`config.mk`:
```
export PLATFORM = sky130hd
export DESIGN_NAME = pipe_stall_ctrl
export DESIGN_NICKNAME = d
export VERILOG_FILES = /design/src/rtl/pipe_stall_ctrl.sv
export SDC_FILE = /design/constraint.sdc
export NUM_CORES = 1
export LEC_CHECK = 0
export BUFFER_PORTS_ARGS = -buffer_cell sky130_fd_sc_hd__buf_4
export CAP_MARGIN = 20
export CORE_MARGIN = 2
export CORE_UTILIZATION = 35
export CTS_CLUSTER_SIZE = 10
export DETAILED_ROUTE_END_ITERATION = 12
export HOLD_SLACK_MARGIN = 0.1
export PLACE_DENSITY = 0.78
export SLEW_MARGIN = 10
export SYNTH_ARGS = -nofsm -noshare
export SYNTH_HDL_FRONTEND = slang
export SYNTH_SLANG_ARGS = --single-unit
```
`constraint.sdc`:
```
create_clock -name cpu_clk_50M -period 3.3 [get_ports cpu_clk_50M]
set_input_delay 0.99 -clock cpu_clk_50M [delete_from_list [all_inputs] [get_ports cpu_clk_50M]]
set_output_delay 0.99 -clock cpu_clk_50M [all_outputs]
set_load 0.02 [all_outputs]
```
`src/rtl/pipe_stall_ctrl.sv`:
```
// Stall/flush scheduler for the five-stage MiniMIPS32 pipeline: per-stage hold and
// bubble controls plus divider sequencing. Define STALL_PERF_CNT_EN to add stall-cycle counters.
module pipe_stall_ctrl #(
  parameter int unsigned DIV_CYCLES = 32,
  parameter int unsigned CNT_W      = 8
) (
  input  logic        cpu_clk_50M,
  input  logic        cpu_rst,
  input  logic        id_stallreq,
  input  logic        exe_div_req,
  input  logic        flush_req,
  output logic [4:0]  stall,
  output logic        idexe_bubble,
  output logic        exemem_bubble,
  output logic        flush,
  output logic        div_start,
  output logic        div_abort,
  output logic        div_result_sel,
  output logic [31:0] perf_div_cyc,
  output logic [31:0] perf_lu_cyc,
  output logic [1:0]  dbg_state
);

  typedef enum logic [1:0] {
    IDLE = 2'd0,
    BUSY = 2'd1,
    DONE = 2'd2
  } state_t;

  localparam logic [CNT_W-1:0] CNT_LOAD = CNT_W'(DIV_CYCLES - 1);
  localparam logic [CNT_W-1:0] CNT_ONE  = CNT_W'(1);

  state_t           state, state_next;
  logic [CNT_W-1:0] cnt, cnt_next;

  always_ff @(posedge cpu_clk_50M or posedge cpu_rst) begin
    if (cpu_rst) begin
      state <= IDLE;
      cnt   <= '0;
    end else begin
      state <= state_next;
      cnt   <= cnt_next;
    end
  end

  // Priority: flush, then divider, then load-use. Outputs are forced low while reset is held.
  always_comb begin
    stall          = 5'b00000;
    idexe_bubble   = 1'b0;
    exemem_bubble  = 1'b0;
    flush          = 1'b0;
    div_start      = 1'b0;
    div_abort      = 1'b0;
    div_result_sel = 1'b0;
    state_next     = state;
    cnt_next       = cnt;
    if (cpu_rst) begin
      state_next = IDLE;
      cnt_next   = '0;
    end else if (flush_req) begin
      flush      = 1'b1;
      div_abort  = (state == BUSY);
      state_next = IDLE;
      cnt_next   = '0;
    end else begin
      case (state)
        IDLE: begin
          if (exe_div_req) begin
            div_start     = 1'b1;
            stall         = 5'b00111;
            exemem_bubble = 1'b1;
            cnt_next      = CNT_LOAD;
            state_next    = BUSY;
          end else if (id_stallreq) begin
            stall        = 5'b00011;
            idexe_bubble = 1'b1;
          end
        end
        BUSY: begin
          stall         = 5'b00111;
          exemem_bubble = 1'b1;
          cnt_next      = cnt - CNT_ONE;
          if (cnt == CNT_ONE) state_next = DONE;
        end
        DONE: begin
          // exe_div_req is still high here for the finishing DIV; it must not reissue.
          div_result_sel = 1'b1;
          state_next     = IDLE;
          cnt_next       = '0;
        end
        default: begin
          state_next = IDLE;
          cnt_next   = '0;
        end
      endcase
    end
  end

  assign dbg_state = state;

`ifdef STALL_PERF_CNT_EN
  logic div_cyc_en;
  assign div_cyc_en = div_start | ((state == BUSY) & ~flush_req);

  always_ff @(posedge cpu_clk_50M or posedge cpu_rst) begin
    if (cpu_rst) begin
      perf_div_cyc <= '0;
      perf_lu_cyc  <= '0;
    end else begin
      if (div_cyc_en && (perf_div_cyc != 32'hFFFF_FFFF)) perf_div_cyc <= perf_div_cyc + 32'd1;
      if (idexe_bubble && (perf_lu_cyc != 32'hFFFF_FFFF)) perf_lu_cyc <= perf_lu_cyc + 32'd1;
    end
  end
`else
  assign perf_div_cyc = 32'h0;
  assign perf_lu_cyc  = 32'h0;
`endif

endmodule

```
==> impl_metrics.ini <==
[run_status]
outcome = complete, no violations

[logic_synthesis]
synth_edf_count = 0
async_flop_share_pct = 100
synth_cells = 142
synth_cell_types = 31
syn-cell-area_um2 = 1160
dominantRegCellSynth = dfrtp_1
postSynthAreaPerCell_um2 = 8.18
synth-seq-cells = 10
synth-seq-area-share_pct = 21.6
yosys_warnings = 0

[floorplan]
fp.dieW_um = 61.6
die_h_um = 61.6
core_area_um2 = 3100
dieArea_um2 = 3790
row_count = 20
ios = 82
start_util_pct = 37.4

[layout]
area_growth_pct = -6.79
diodes = 0
drive_gt1_share_pct = 14.3
fin_cells = 198
nNetsFinal = 162

[clock_tree]
clkTransAtPathRegs_ps = 70
post_cts_buffers = 0
cts.sinks = 10
hold_buffers = 0
clkLatencyLatePin_ps = 270
clockRootBuffer = clkbuf_4
cts-buffers-inserted = 3
cts_tree = built
clk_path_buf_depth = 2
htree_levels = 1
cts-resized-gates = 0

[grt]
grt_overflow = 0
grt_first_pass_wirelength_mm = 2.64
grt_pass1_vias = 569
grt_max_degree = 26
grtUsageTotal_pct = 9.54
antenna_found_initial = 0

[place]
dpl_worst_slack_ps = 353
placedCellCount = 194
io_buffers = 15
dp_hpwl_mm = 1.43
gp_congestion = 0.839

[worst_setup_path]
crit_type = in -> out
start_kind = primary input
required_ps = 2310
cp.arrival_ps = 1960
end_kind = output port
crit_fanout = 7
worst_r2r_path_depth = 3

[detailed_routing]
drt-pass1-iter-count = 4
drtAntennaViolNets = 0
drc = 0
wl_mm = 1.81
drt_iter0_drc = 19
via_count = 758
wire_per_inst_um = 9.16
detail_route.vias_per_cell = 3.83

[sta]
final.setup_skew_ps = 1.92
worst_pin_slew_ps = 696
max_freq_mhz = 339
slew_violations = 0
rsz0062_at_grt = no
tns_ps = 0
fin_crit_sh_pct = 89.5
setup_viol = 0
timing.final.ws_setup_ps = 346
hold_violations = 0
slew_headroom_pct = 53.6
min_period_ps = 2950

[power_and_ir_drop]
pwr-share-seq_pct = 36.7
cellPowerDensity_nw_per_um2 = 349
p_int_w = 0.000222
p_sw_w = 0.000156
power_frac_comb_pct = 33.6
power_frac_clock_pct = 29.7
p_leak_nw = 0.607
peakVddDrop_mv = 0.0923
p_sw_share_pct = 41.3

[hold_path]
hp-class = reg -> reg
hold_depth = 1

[flow_run]
cap_violations = 0
-- worst max-delay path, cell delays in order --
cell    delay [ps]
buf_4          120
or3_1          480
nor2_1         200
buf_4          170
-- worst paths after layout --
kind                         startpoint            end  slack, ps
max                           flush_req  exemem_bubble        350
min                              cnt[0]         cnt[0]        620
max reg2reg                dbg_state[0]         cnt[6]       1810
min reg2reg                      cnt[0]         cnt[0]        620
max in group asynchronous       cpu_rst         cnt[6]       2420
min in group asynchronous       cpu_rst   dbg_state[1]        740
-- sequential cells by signal, summed over array words and instances, names as in the netlist --
register,count
dbg_state,2
cnt,8
-- power groups by stage --
stage / clock (W) / sequential [W] / combinational, W
after floorplan: 0 / 0.000135 / 0.000173
after global placement: 0 / 0.000141 / 0.000124
after detailed placement: 0 / 0.000141 / 0.000126
after CTS: 0.000113 / 0.000139 / 0.000126
after global routing: 0.000127 / 0.000140 / 0.000139
final: 0.000112 / 0.000139 / 0.000127
-- Yosys cell counts (2+ instances only) --
| library cell | n | area [um^2] |
|---|---|---|
| clkbuf_1 | 4 | 15.0 |
| o31ai_1 | 2 | 15.0 |
| nor2b_1 | 2 | 12.5 |
| buf_4 | 68 | 510 |
| and3_1 | 6 | 37.5 |
| a211oi_1 | 4 | 30.0 |
| dfrtp_1 | 10 | 250 |
| inv_1 | 4 | 15.0 |
| nor2_1 | 6 | 22.5 |
| nand3b_1 | 3 | 22.5 |
| ha_1 | 2 | 25.0 |
| xnor2_1 | 3 | 26.3 |
| nor3_1 | 6 | 30.0 |
| a21oi_1 | 3 | 15.0 |
| nand2_1 | 2 | 7.51 |
| or3_1 | 2 | 12.5 |
-- metrics by stage --
stage | total power, W | cell area, um^2 | util [%] | hold WS [ps]
final | 0.000378 | 1080 | 34.9 | 619
after global routing | 0.000406 | 1080 | 34.9 | 653
after CTS | 0.000378 | 1080 | 34.9 | 609
after detailed placement | 0.000267 | 1050 | 33.7 | 599
after global placement | 0.000265 | 1050 | 33.7 | 569
after floorplan | 0.000308 | 1410 | - | 532
-- routing by layer --
layer  vias to the layer above  share of wire [%]  GRT usage [%]
met5                         -                  0              0
met4                         0               0.72           1.82
met3                         2                8.8           3.15
met2                        43                 46           14.1
met1                       350                 44           13.6
li1                        363                  -              -
-- layout make-up --
cell class	instances	area [um^2]
fillers	337	2020
inverters	4	15.0
repair buffers	17	128
clock buffers	4	36.3
multi-input cells	119	598
well taps	44	55.1
flip-flops and latches	10	250
-- cells by family after synthesis --
kind of cell	synth area share, %
xor gates and xnor gates	2.26
AOI/OAI and AO/OA	9.48
DFF	21.6
buffers and inverters	48.0
adders and majority gates	2.15
other	0.323
and+or+nand+nor	16.3
-- placed cells by master (no fill, tap or decap), types with 3 or more instances in the layout --
| cell type | n |
|---|---|
| conb_1 | 66 |
| clkbuf_4 | 3 |
| dfrtp_1 | 10 |
| xnor2_1 | 3 |
| nor2_1 | 6 |
| nor3_1 | 6 |
| buf_4 | 17 |
| a21oi_1 | 3 |
| nand3b_1 | 3 |
| a211oi_1 | 4 |
| and3_1 | 6 |
| inv_1 | 4 |
Power figures use the tool's default switching activity.
